`src/rtl/udma_stream_pkg.sv`:
```
// Shared types for the uDMA stream replay unit.
// FSM states, jump queue entry and beat increment helper.
package udma_stream_pkg;

    typedef enum logic [1:0] {
        ST_IDLE,
        ST_REPLAY,
        ST_DRAIN
    } state_e;

    // Jump entries are stored at a fixed width and narrowed by the user.
    localparam int unsigned JUMP_AW = 32;

    typedef struct packed {
        logic [JUMP_AW-1:0] src;
        logic [JUMP_AW-1:0] dst;
    } jump_entry_t;

    function automatic logic [2:0] ds_to_inc(input logic [1:0] ds);
        logic [2:0] inc;
        unique case (ds)
            2'b00:   inc = 3'd1;
            2'b01:   inc = 3'd2;
            2'b10:   inc = 3'd4;
            default: inc = 3'd0;
        endcase
        return inc;
    endfunction

endpackage

```
`src/rtl/udma_stream_sync_fifo.sv`:
```
// Synchronous show-ahead FIFO with count/full/empty.
// Push while full is accepted only together with a pop.
module udma_stream_sync_fifo #(
    parameter int unsigned WIDTH = 32,
    parameter int unsigned DEPTH = 4,
    parameter int unsigned CW    = $clog2(DEPTH + 1)
) (
    input  logic             clk_i,
    input  logic             rst_i,
    input  logic             push_i,
    input  logic [WIDTH-1:0] data_i,
    input  logic             pop_i,
    output logic [WIDTH-1:0] data_o,
    output logic [CW-1:0]    count_o,
    output logic             full_o,
    output logic             empty_o
);

    localparam int unsigned PW = (DEPTH > 1) ? $clog2(DEPTH) : 1;

    logic [WIDTH-1:0] mem [DEPTH];
    logic [PW-1:0]    wp_q;
    logic [PW-1:0]    rp_q;
    logic [CW-1:0]    cnt_q;
    logic             do_push;
    logic             do_pop;

    function automatic logic [PW-1:0] wrap_inc(input logic [PW-1:0] p);
        return (p == PW'(DEPTH - 1)) ? '0 : p + 1'b1;
    endfunction

    assign full_o  = (cnt_q == CW'(DEPTH));
    assign empty_o = (cnt_q == '0);
    assign count_o = cnt_q;
    assign data_o  = mem[rp_q];
    assign do_pop  = pop_i & ~empty_o;
    assign do_push = push_i & (~full_o | do_pop);

    // Storage array, written on accepted pushes only.
    always_ff @(posedge clk_i) begin
        if (do_push) begin
            mem[wp_q] <= data_i;
        end
    end

    // Pointers and occupancy.
    always_ff @(posedge clk_i) begin
        if (rst_i) begin
            wp_q  <= '0;
            rp_q  <= '0;
            cnt_q <= '0;
        end else begin
            if (do_push) begin
                wp_q <= wrap_inc(wp_q);
            end
            if (do_pop) begin
                rp_q <= wrap_inc(rp_q);
            end
            unique case ({do_push, do_pop})
                2'b10:   cnt_q <= cnt_q + 1'b1;
                2'b01:   cnt_q <= cnt_q - 1'b1;
                default: cnt_q <= cnt_q;
            endcase
        end
    end

endmodule

```
`src/rtl/udma_stream_replay.sv`:
```
// uDMA stream replay: snoops spoofed L2 writes, replays them via TX.
// Passes the input stream through while idle.
module udma_stream_replay
    import udma_stream_pkg::*;
#(
    parameter int unsigned L2_AWIDTH_NOAL  = 16,
    parameter int unsigned DATA_WIDTH      = 32,
    parameter int unsigned STREAM_ID_WIDTH = 2,
    parameter int unsigned INST_ID         = 0,
    parameter int unsigned FIFO_DEPTH      = 4,
    parameter int unsigned JUMP_DEPTH      = 4
) (
    input  logic                       clk_i,
    input  logic                       rst_i,
    input  logic                       cmd_clr_i,
    input  logic                       cmd_stop_i,
    output logic                       tx_ch_req_o,
    input  logic                       tx_ch_gnt_i,
    output logic [L2_AWIDTH_NOAL-1:0]  tx_ch_addr_o,
    output logic [1:0]                 tx_ch_datasize_o,
    input  logic                       tx_ch_valid_i,
    output logic                       tx_ch_ready_o,
    input  logic [DATA_WIDTH-1:0]      tx_ch_data_i,
    input  logic [STREAM_ID_WIDTH-1:0] in_stream_dest_i,
    input  logic [DATA_WIDTH-1:0]      in_stream_data_i,
    input  logic [1:0]                 in_stream_datasize_i,
    input  logic                       in_stream_valid_i,
    input  logic                       in_stream_sot_i,
    input  logic                       in_stream_eot_i,
    output logic                       in_stream_ready_o,
    output logic [DATA_WIDTH-1:0]      out_stream_data_o,
    output logic [1:0]                 out_stream_datasize_o,
    output logic                       out_stream_valid_o,
    output logic                       out_stream_sot_o,
    output logic                       out_stream_eot_o,
    input  logic                       out_stream_ready_i,
    input  logic [L2_AWIDTH_NOAL-1:0]  spoof_addr_i,
    input  logic [STREAM_ID_WIDTH-1:0] spoof_dest_i,
    input  logic [1:0]                 spoof_datasize_i,
    input  logic                       spoof_req_i,
    input  logic                       spoof_gnt_i,
    output logic                       busy_o,
    output logic                       err_o
);

    localparam int unsigned AW = L2_AWIDTH_NOAL;
    localparam int unsigned CW = $clog2(FIFO_DEPTH + 1);
    localparam int unsigned JW = $clog2(JUMP_DEPTH + 1);
    localparam logic [STREAM_ID_WIDTH-1:0] MY_ID = STREAM_ID_WIDTH'(INST_ID);

    state_e          state_q, state_d;
    logic [AW-1:0]   rd_ptr_q, wr_ptr_q;
    logic [1:0]      r_ds_q;
    logic [CW-1:0]   out_cnt_q;
    logic            pend_sot_q;
    logic            err_q;

    logic            clr;
    logic            active;
    logic            wr_ev;
    logic [AW-1:0]   w_next;
    logic [AW-1:0]   nxt;
    logic [CW:0]     credit;
    logic            gnt_ev;
    logic            jp_want;
    logic            jq_push;
    logic            jq_pop;
    logic            bypass;
    logic            rd_valid;
    logic            out_hs;
    logic            ptr_eq;
    logic            eot_cond;
    logic            err_set;

    jump_entry_t     jq_in;
    jump_entry_t     jq_head;
    logic [JW-1:0]   jq_count;
    logic            jq_full;
    logic            jq_empty;

    logic [DATA_WIDTH-1:0] df_data;
    logic [CW-1:0]   df_count;
    logic            df_full;
    logic            df_empty;
    logic            unused_ok;

    assign clr      = rst_i | cmd_clr_i;
    assign active   = (state_q != ST_IDLE);
    assign wr_ev    = spoof_req_i & spoof_gnt_i & (spoof_dest_i == MY_ID);
    assign w_next   = spoof_addr_i + AW'(ds_to_inc(spoof_datasize_i));
    assign nxt      = rd_ptr_q + AW'(ds_to_inc(r_ds_q));
    assign ptr_eq   = (rd_ptr_q == wr_ptr_q);
    assign credit   = {1'b0, out_cnt_q} + {1'b0, df_count};

    assign tx_ch_req_o = active & ~ptr_eq
                       & (credit < (CW+1)'(FIFO_DEPTH));
    assign gnt_ev   = tx_ch_req_o & tx_ch_gnt_i;

    assign jp_want  = active & wr_ev & (spoof_addr_i != wr_ptr_q);
    assign jq_pop   = gnt_ev & ~jq_empty
                    & (jq_head.src == JUMP_AW'(nxt));
    assign bypass   = gnt_ev & jq_empty & jp_want & (nxt == wr_ptr_q);
    assign jq_push  = jp_want & ~bypass;
    assign jq_in.src = JUMP_AW'(wr_ptr_q);
    assign jq_in.dst = JUMP_AW'(spoof_addr_i);

    assign rd_valid = active & tx_ch_valid_i & (out_cnt_q != '0);
    assign out_hs   = active & ~df_empty & out_stream_ready_i;
    assign eot_cond = (state_q == ST_DRAIN) & ptr_eq
                    & (out_cnt_q == '0) & (df_count == CW'(1));

    assign err_set  = (wr_ev & (spoof_datasize_i == 2'b11))
                    | (active & wr_ev & (spoof_datasize_i != r_ds_q))
                    | (jq_push & jq_full & ~jq_pop)
                    | (active & tx_ch_valid_i & (out_cnt_q == '0))
                    | (rd_valid & df_full & ~out_hs);

    assign tx_ch_addr_o     = rd_ptr_q;
    assign tx_ch_datasize_o = r_ds_q;
    assign tx_ch_ready_o    = active;
    assign busy_o           = active;
    assign err_o            = err_q;
    assign unused_ok        = ^{jq_count, jq_head.dst};

    udma_stream_sync_fifo #(
        .WIDTH ($bits(jump_entry_t)),
        .DEPTH (JUMP_DEPTH),
        .CW    (JW)
    ) u_jump_q (
        .clk_i   (clk_i),
        .rst_i   (clr),
        .push_i  (jq_push),
        .data_i  (jq_in),
        .pop_i   (jq_pop),
        .data_o  (jq_head),
        .count_o (jq_count),
        .full_o  (jq_full),
        .empty_o (jq_empty)
    );

    udma_stream_sync_fifo #(
        .WIDTH (DATA_WIDTH),
        .DEPTH (FIFO_DEPTH),
        .CW    (CW)
    ) u_data_q (
        .clk_i   (clk_i),
        .rst_i   (clr),
        .push_i  (rd_valid),
        .data_i  (tx_ch_data_i),
        .pop_i   (out_hs),
        .data_o  (df_data),
        .count_o (df_count),
        .full_o  (df_full),
        .empty_o (df_empty)
    );

    // Next state: start on a write, drain on stop, idle when drained.
    always_comb begin
        state_d = state_q;
        unique case (state_q)
            ST_IDLE: begin
                if (wr_ev) begin
                    state_d = ST_REPLAY;
                end
            end
            ST_REPLAY: begin
                if (cmd_stop_i) begin
                    state_d = ST_DRAIN;
                end
            end
            ST_DRAIN: begin
                if (ptr_eq && out_cnt_q == '0 && df_empty) begin
                    state_d = ST_IDLE;
                end else if (out_hs && eot_cond) begin
                    state_d = ST_IDLE;
                end
            end
            default: state_d = ST_IDLE;
        endcase
    end

    // State, pointers, credit counter and sticky error.
    always_ff @(posedge clk_i) begin
        if (clr) begin
            state_q    <= ST_IDLE;
            rd_ptr_q   <= '0;
            wr_ptr_q   <= '0;
            r_ds_q     <= '0;
            out_cnt_q  <= '0;
            pend_sot_q <= 1'b0;
            err_q      <= 1'b0;
        end else begin
            state_q <= state_d;
            if (err_set) begin
                err_q <= 1'b1;
            end
            if (!active) begin
                if (wr_ev) begin
                    r_ds_q     <= spoof_datasize_i;
                    rd_ptr_q   <= spoof_addr_i;
                    wr_ptr_q   <= w_next;
                    pend_sot_q <= 1'b1;
                end
            end else begin
                if (wr_ev) begin
                    wr_ptr_q <= w_next;
                end
                if (gnt_ev) begin
                    if (jq_pop) begin
                        rd_ptr_q <= AW'(jq_head.dst);
                    end else if (bypass) begin
                        rd_ptr_q <= spoof_addr_i;
                    end else begin
                        rd_ptr_q <= nxt;
                    end
                end
                if (out_hs) begin
                    pend_sot_q <= 1'b0;
                end
            end
            unique case ({gnt_ev, rd_valid})
                2'b10:   out_cnt_q <= out_cnt_q + 1'b1;
                2'b01:   out_cnt_q <= out_cnt_q - 1'b1;
                default: out_cnt_q <= out_cnt_q;
            endcase
        end
    end

    // Output stream mux: replay FIFO when active, passthrough when idle.
    always_comb begin
        out_stream_data_o     = '0;
        out_stream_datasize_o = '0;
        out_stream_valid_o    = 1'b0;
        out_stream_sot_o      = 1'b0;
        out_stream_eot_o      = 1'b0;
        in_stream_ready_o     = 1'b0;
        if (active) begin
            out_stream_data_o     = df_data;
            out_stream_datasize_o = r_ds_q;
            out_stream_valid_o    = ~df_empty;
            out_stream_sot_o      = pend_sot_q & ~df_empty;
            out_stream_eot_o      = eot_cond;
        end else begin
            in_stream_ready_o = out_stream_ready_i;
            if (in_stream_dest_i == MY_ID) begin
                out_stream_data_o     = in_stream_data_i;
                out_stream_datasize_o = in_stream_datasize_i;
                out_stream_valid_o    = in_stream_valid_i;
                out_stream_sot_o      = in_stream_sot_i;
                out_stream_eot_o      = in_stream_eot_i;
            end
        end
    end

endmodule

```
`config.mk`:
```
export PLATFORM = sky130hd
export DESIGN_NAME = udma_stream_replay
export DESIGN_NICKNAME = d
export VERILOG_FILES = /design/src/rtl/udma_stream_pkg.sv /design/src/rtl/udma_stream_sync_fifo.sv /design/src/rtl/udma_stream_replay.sv
export SDC_FILE = /design/constraint.sdc
export NUM_CORES = 1
export LEC_CHECK = 0
export ABC_AREA = 1
export BUFFER_PORTS_ARGS = -buffer_cell sky130_fd_sc_hd__buf_4
export CORE_ASPECT_RATIO = 0.9
export CORE_MARGIN = 4
export CORE_UTILIZATION = 60
export DETAILED_ROUTE_END_ITERATION = 12
export PLACE_DENSITY_LB_ADDON = 0.05
export SLEW_MARGIN = 20
export SYNTH_ARGS = -nofsm -noshare
export SYNTH_HDL_FRONTEND = slang
export SYNTH_SLANG_ARGS = --single-unit
```
`constraint.sdc`:
```
create_clock -name clk_i -period 8.5 [get_ports clk_i]
set_clock_uncertainty 0.15 [all_clocks]
set_input_delay 1.275 -clock clk_i [delete_from_list [all_inputs] [get_ports clk_i]]
set_output_delay 1.275 -clock clk_i [all_outputs]
set_load 0.03 [all_outputs]
```
After elaboration in Yosys (flattened, before gate mapping)

Memory sizes are Yosys's and may differ from the RTL's. A register that Yosys moved wholly into a read port is not among the register bits.
Index checks and enable logic that the tools add are counted.

Logic and storage cells: 169
Bits in writable memories: 256
ROM bits: 0
Latch bits: 0
Bits of input ports: 100
Flip-flop bits (word level): 55
Output and inout bits: 60
Memories: 2

Memory list:

| name         | depth | width | rd ports | clocked after memory_dff | write ports | RTL line                    | source |
|---|---|---|---|---|---|---|---|
| u_data_q.mem | 4     | 32    | 1        | 1                        | 1           | udma_stream_sync_fifo.sv:21 | `logic [WIDTH-1:0] mem [DEPTH];` |
| u_jump_q.mem | 4     | 32    | 1        | 1                        | 1           | udma_stream_sync_fifo.sv:21 |  |

Add/subtract/negate cells: 13
Eq/ne operators: 30
Multiply operators: 0
Bitwise operators: 48
Div/mod/pow operators: 0
Order comparisons: 1
Reductions and logical operators: 21
Shift-type cells: 0
Multiplexer cells: 41

Operators by type and width:

| kind                                                | count |
|---|---|
| two-way mux 16 bit                                  | 5 |
| two-way mux 32 bit                                  | 2 |
| adder 16 x 3 -> 16 bit                              | 2 |
| bitwise AND 1 bit                                   | 32 |
| equality test 16 bit                                | 2 |
| equality test 32 x 16 -> 1 bit                      | 1 |
| two-way mux 2 bit                                   | 14 |
| equality test 2 bit, second input constant          | 11 |
| one-hot mux 3 bit (2 select lines)                  | 3 |
| one-hot mux 3 bit (3 select lines)                  | 2 |
| != test 16 bit                                      | 1 |
| two-way mux 1 bit                                   | 14 |
| equality test 2 x 1 -> 1 bit, second input constant | 6 |
| zero test 2 bit                                     | 5 |
| nonzero test 2 bit                                  | 5 |
| adder 3 x 1 -> 3 bit, second input constant         | 3 |
| zero test 3 bit                                     | 3 |
| NOT 1 bit                                           | 9 |
| subtractor 3 x 1 -> 3 bit, second input constant    | 3 |
| adder 2 x 1 -> 2 bit, second input constant         | 4 |
| OR 1 bit                                            | 7 |
| equality test 3 bit, second input constant          | 2 |
| one-hot mux 2 bit (3 select lines)                  | 1 |
| AND reduction 2 bit                                 | 3 |
| 10 further kinds                                    | 14 |

Longest topological paths before layout

Depth after elaboration: 15
Depth in mapped cells: 25

Hierarchy

Synthesis repeated with hierarchy kept, for this count alone.

Cell total of the unflattened synthesis: 1986
Area total of the unflattened synthesis: 20443.4 sq um

Modules (own cells, without submodules):

| module                           | times used | cells an instance | area an instance (sq um) | sequential area each (sq um) |
|---|---|---|---|---|
| udma_stream_sync_fifo (u_jump_q) | 1          | 690               | 10000.8                  | 7867.5 |
| udma_stream_sync_fifo (u_data_q) | 1          | 380               | 5282.6                   | 4023.9 |
| udma_stream_replay               | 1          | 916               | 5159.9                   | 820.8 |

Least setup slack after synthesis

No wires, ideal clock.

Path kind: register to register
From: reg r_ds_q[0] (netlist: tx_ch_datasize_o[0])
To: mem u_jump_q.mem[3][0], enable pin
Buffers on the path: 0
Data required time: 7.929 ns
Clock period less this slack: 4.512 ns
Data arrival time: 3.941 ns
Cell stages (with the launch flop): 19
Path slack: 3.988 ns
Setup time: 0.421 ns
Cell sequence: dfxtp_1 > inv_1 > nor2_1 > inv_1 > fa_1 > inv_1 > nand3_1 > nand2_2 > nand2_1 > nand2_1 > xnor2_1 > nand2_1 > nor2_1 > nand2_1 > nor2_4 > nand2_4 > nand2_1 > nand2_2 > nor2_1

Longest elaborated chain between the ends: 10
Elaborated cells between the ends (all ways): 16
Classes of those cells: 1 x add/sub; 4 x eq/ne; 3 x mux; 7 x bitwise; 1 x reduce/logical

Ends and longest elaborated chain:

| what                                                                   | RTL line                                               | source |
|---|---|---|
| start: declaration                                                     | udma_stream_replay.sv:53                               | `logic [1:0] r_ds_q;` |
| start signal: assignment                                               | udma_stream_replay.sv:199                              | `r_ds_q <= spoof_datasize_i;` |
| equality test 2 bit, or another cell as far along                      | udma_stream_pkg.sv:21                                  | `unique case (ds)` |
| one-hot mux 3 bit (3 select lines) *                                   | udma_stream_pkg.sv:21                                  |  |
| adder 16 x 3 -> 16 bit *                                               | udma_stream_replay.sv:91                               | `assign nxt = rd_ptr_q + AW'(ds_to_inc(r_ds_q));` |
| equality test 32 x 16 -> 1 bit or equality test 16 bit (tied branches) | udma_stream_replay.sv:101, udma_stream_replay.sv:102   |  |
| bitwise AND 1 bit (on tied branches)                                   | udma_stream_replay.sv:101, udma_stream_replay.sv:102   |  |
| bitwise AND 1 bit or NOT 1 bit (tied branches)                         | udma_stream_sync_fifo.sv:36, udma_stream_replay.sv:103 |  |
| OR 1 bit or bitwise AND 1 bit (tied branches)                          | udma_stream_sync_fifo.sv:37, udma_stream_replay.sv:103 |  |
| bitwise AND 1 bit *                                                    | udma_stream_sync_fifo.sv:37                            | `assign do_push = push_i & (~full_o \| do_pop);` |
| two-way mux 1 bit *                                                    | udma_stream_sync_fifo.sv:41                            | `if (do_push) begin` |
| two-way mux 1 bit (implied by the code) *                              | udma_stream_sync_fifo.sv:42                            | `mem[wp_q] <= data_i;` |
| end: declaration                                                       | udma_stream_sync_fifo.sv:21                            |  |

Mark *: on every way between the ends. The rest lies on a longest branch, timed or not.

Final worst setup path

From: reg r_ds_q[1] (netlist: tx_ch_datasize_o[1])
To: mem u_jump_q.mem[0][14], enable pin

The elaborated chain is that of the path after synthesis.

==> impl_metrics.py <==
metrics = {
    "run_status": {
        "outcome": "finished, final reports clean",
    },
    "global_routing": {
        "grt_first_pass_wirelength_microns": 66700,
        "grt_pass1_vias": 11900,
        "grt_max_degree": 65,
        "grt_use_total": 0.301,
        "antenna_found_initial": 1,
        "grt_overflow": 0,
    },
    "clocking": {
        "cts_setup_buffers": 0,
        "clk_pin_slew_worst_paths_ns": 0.06,
        "cts-resized-gates": 0,
        "clock-root-buffer": "clkbuf_16",
        "ctsHoldBuffers": 0,
        "max-clock-path-buffers": 3,
        "numCtsBuffers": 31,
        "clkLatencyLatePin_ns": 0.58,
        "cts_tree": "built",
        "cts.htree.levels": 1,
        "clock_sinks": 315,
    },
    "timing": {
        "tns_ns": 0,
        "hold_viol": 0,
        "post-route-period-util": 0.541,
        "setup_viol": 0,
        "relSlewSlack": 0.292,
        "fin_crit_ns": 4.60,
        "whs_ns": 0.316,
        "tightest_slew_ns": 1.06,
        "report.final.slew_viol_count": 0,
        "max_freq_mhz": 218,
        "rsz0062_at_grt": "false",
    },
    "placement": {
        "dpl_cell_area_sq_um": 17000,
        "io_buffers": 159,
        "dp_hpwl_microns": 29400,
        "gp_congestion": 1.06,
    },
    "power_and_ir_drop": {
        "peakVddDrop_v": 0.000210,
        "sequentialPowerShare": 0.534,
        "powerDensity_nw_per_um2": 174,
        "clockPowerShare": 0.413,
        "leakage_nw": 7.41,
        "p_sw_frac": 0.218,
        "p_int_mw": 2.45,
        "power.total_mw": 3.13,
        "power_switching_uw": 683,
        "pwr-share-comb": 0.053,
    },
    "die": {
        "design.die.area_sq_um": 28500,
        "io_pins": 160,
        "start_util": 0.613,
        "fp.dieW_microns": 177,
        "rows": 55,
        "core_sq_um": 25300,
        "die_h_microns": 160,
    },
    "final_layout": {
        "regArea_sq_um": 8870,
        "multi_input_area_sq_um": 5750,
        "diodes": 0,
        "drive_gt1_frac": 0.149,
        "n_fill_cell": 1980,
        "nets": 1983,
        "fin_util": 0.713,
        "finish.instance_area_sq_um": 18000,
        "syn2layout_area_growth_pct": 16.2,
    },
    "worst_setup_path": {
        "worstSetupStartpoint": "tx_ch_datasize_o[1]",
        "cp_slowest_stage_delay_ns": 0.44,
        "cp-end-kind": "register",
        "worstPathRequired_ns": 8.58,
        "cpMostUsedCell": "nand2_1",
        "crit_arrival_ns": 4.67,
        "crit_slowest_cell": "buf_4",
        "crit_fanout": 23,
        "startpoint_type": "register",
        "path_cells": "nor2_1 -> ha_1 -> inv_1 -> fa_1 -> inv_1 -> nand3_1 -> nand2_2 -> nand3_1 -> nand2_1 -> nand2_1 -> nand2_1 -> nand2_1 -> nor2_1 -> nand3_1 -> nor2_4 -> nand2_4 -> nand2_1 -> nand2_2 -> nor2_4 -> buf_4",
        "critical_path_class": "reg2reg",
        "r2r_start": "tx_ch_datasize_o[1]",
    },
    "synth": {
        "synth.most_common_cell": "nand2_1",
        "ys.flop_type": "edfxtp_1",
        "synth_cell_types": 42,
        "yosysSeqAreaShare": 0.573,
        "syn-num-nets": 1844,
        "yosysTopAreaCellShare": 0.496,
        "synth.avg_cell_area_sq_um": 9.03,
        "netlist_instances": 1716,
        "synthTopCellsByArea": "edfxtp_1, nand2_1, dfxtp_1",
        "synth-async-reset-ratio": 0,
        "yosysTopAreaCell": "edfxtp_1",
        "synth.cell_area_sq_um": 15500,
        "synth-seq-cells": 315,
        "yosys_warnings": 0,
        "synth_edf_count": 256,
        "synth_commonest_cells": "nand2_1, edfxtp_1, nor2_1, inv_1, o21ai_0",
    },
    "detailed_routing": {
        "dr.pass1.iters": 6,
        "avgRoutedWirePerCell_microns": 19.4,
        "vias": 12700,
        "initialDrtViolationCount": 1556,
        "drc_errors": 0,
        "drtAntennaViolNets": 0,
        "vias_per_cell": 5.72,
        "routed_wl_microns": 43100,
    },
    "hold_path": {
        "hp-class": "reg2reg",
        "hold_start": "pend_sot_q",
    },
    "run": {
        "max_cap_viol_count": 0,
    },
}
-- power by group through the flow --
| stage | sequential (mW) | clock (mW) | combinational [mW] |
|---|---|---|---|
| after detailed placement | 1.70 | 0 | 0.164 |
| after floorplan | 1.70 | 0 | 0.0761 |
| after global routing | 1.67 | 1.37 | 0.181 |
| after CTS | 1.67 | 1.31 | 0.165 |
| final | 1.67 | 1.29 | 0.166 |
| after global placement | 1.70 | 0 | 0.162 |
-- placed cells by master (no fill, tap or decap), types with 4 or more instances in the layout --
| cell | netlist | final |
|---|---|---|
| a21oi_1 | 66 | 66 |
| buf_4 | 3 | 172 |
| clkbuf_1 | 47 | 4 |
| clkbuf_16 | 0 | 31 |
| clkinv_1 | 1 | 11 |
| dfxtp_1 | 59 | 57 |
| edfxtp_1 | 256 | 256 |
| fa_1 | 4 | 4 |
| ha_1 | 24 | 24 |
| inv_1 | 158 | 157 |
| inv_2 | 8 | 8 |
| nand2_1 | 421 | 421 |
| nand2_2 | 12 | 12 |
| nand3_1 | 118 | 118 |
| nand3_2 | 4 | 4 |
| nand3b_1 | 11 | 11 |
| nand4_1 | 14 | 14 |
| nor2_1 | 205 | 194 |
| nor2_2 | 4 | 6 |
| nor2_4 | 8 | 17 |
| nor3_1 | 7 | 7 |
| o211ai_1 | 5 | 5 |
| o21ai_0 | 158 | 158 |
| o21ai_1 | 4 | 4 |
| o22ai_1 | 47 | 47 |
| or2_2 | 7 | 7 |
| xnor2_1 | 4 | 4 |
| xor2_1 | 25 | 25 |
-- state kept, by name, indices dropped and copies added (netlist names), 3 cells and up, named ones only --
register / count
out_cnt_q: 3
u_jump_q.mem: 128
wr_ptr_q: 16
u_data_q.count_o: 3
tx_ch_addr_o: 16
u_jump_q.count_o: 3
u_data_q.mem: 128
-- final cells by class --
class / instances / share of cell area
clock buffer: 37 / 0.0455
clock inverter: 19 / 0.00772
inverter: 167 / 0.0348
multi-input combinational: 1165 / 0.320
sequential: 315 / 0.493
tap: 342 / 0.0238
timing repair buffer: 175 / 0.0759
-- kinds of logic after synthesis --
kind of cell,count (synthesis),share of synthesized area
and+or+nand+nor,816,0.224
DFF,315,0.573
AOI/OAI and AO/OA,292,0.102
buffers and inverters,236,0.0607
xor gates and xnor gates,29,0.0164
adders and majority gates,28,0.0246
-- through the flow --
| stage | std cells | setup slack (ns) |
|---|---|---|
| floorplan | 1716 | 3.99 |
| global placement | 2161 | 4.01 |
| detailed placement | 2161 | 3.88 |
| CTS | 2217 | 3.85 |
| global route | 2220 | 3.55 |
| finish | 2220 | 3.90 |
-- final timing paths --
| kind | end | slack (ns) | cells after the start |
|---|---|---|---|
| worst max register to register | u_jump_q.mem[0][14] | 3.90 | 20 |
| worst max-delay path | u_jump_q.mem[0][14] | 3.90 | 20 |
| worst min-delay path | pend_sot_q | 0.32 | 2 |
| worst min register to register | pend_sot_q | 0.32 | 2 |
-- worst max-delay path, delay by kind of cell (launching register included) --
kind | cells | cell delay (ns)
adder cells (fa/ha/maj) | 2 | 0.66
flip-flops | 1 | 0.35
AND/OR/NAND/NOR | 15 | 2.42
buffers and inverters | 3 | 0.63
-- per-layer routing --
| metal | share of wire | GRT usage | wire (microns) |
|---|---|---|---|
| met1 | 0.44 | 0.467 | 19000 |
| met2 | 0.43 | 0.437 | 18400 |
| met3 | 0.11 | 0.0685 | 4840 |
| met4 | 0.019 | 0.0647 | 838 |
| met5 | 0.00046 | 0 | 20 |
(Power assumes the default switching activity.)
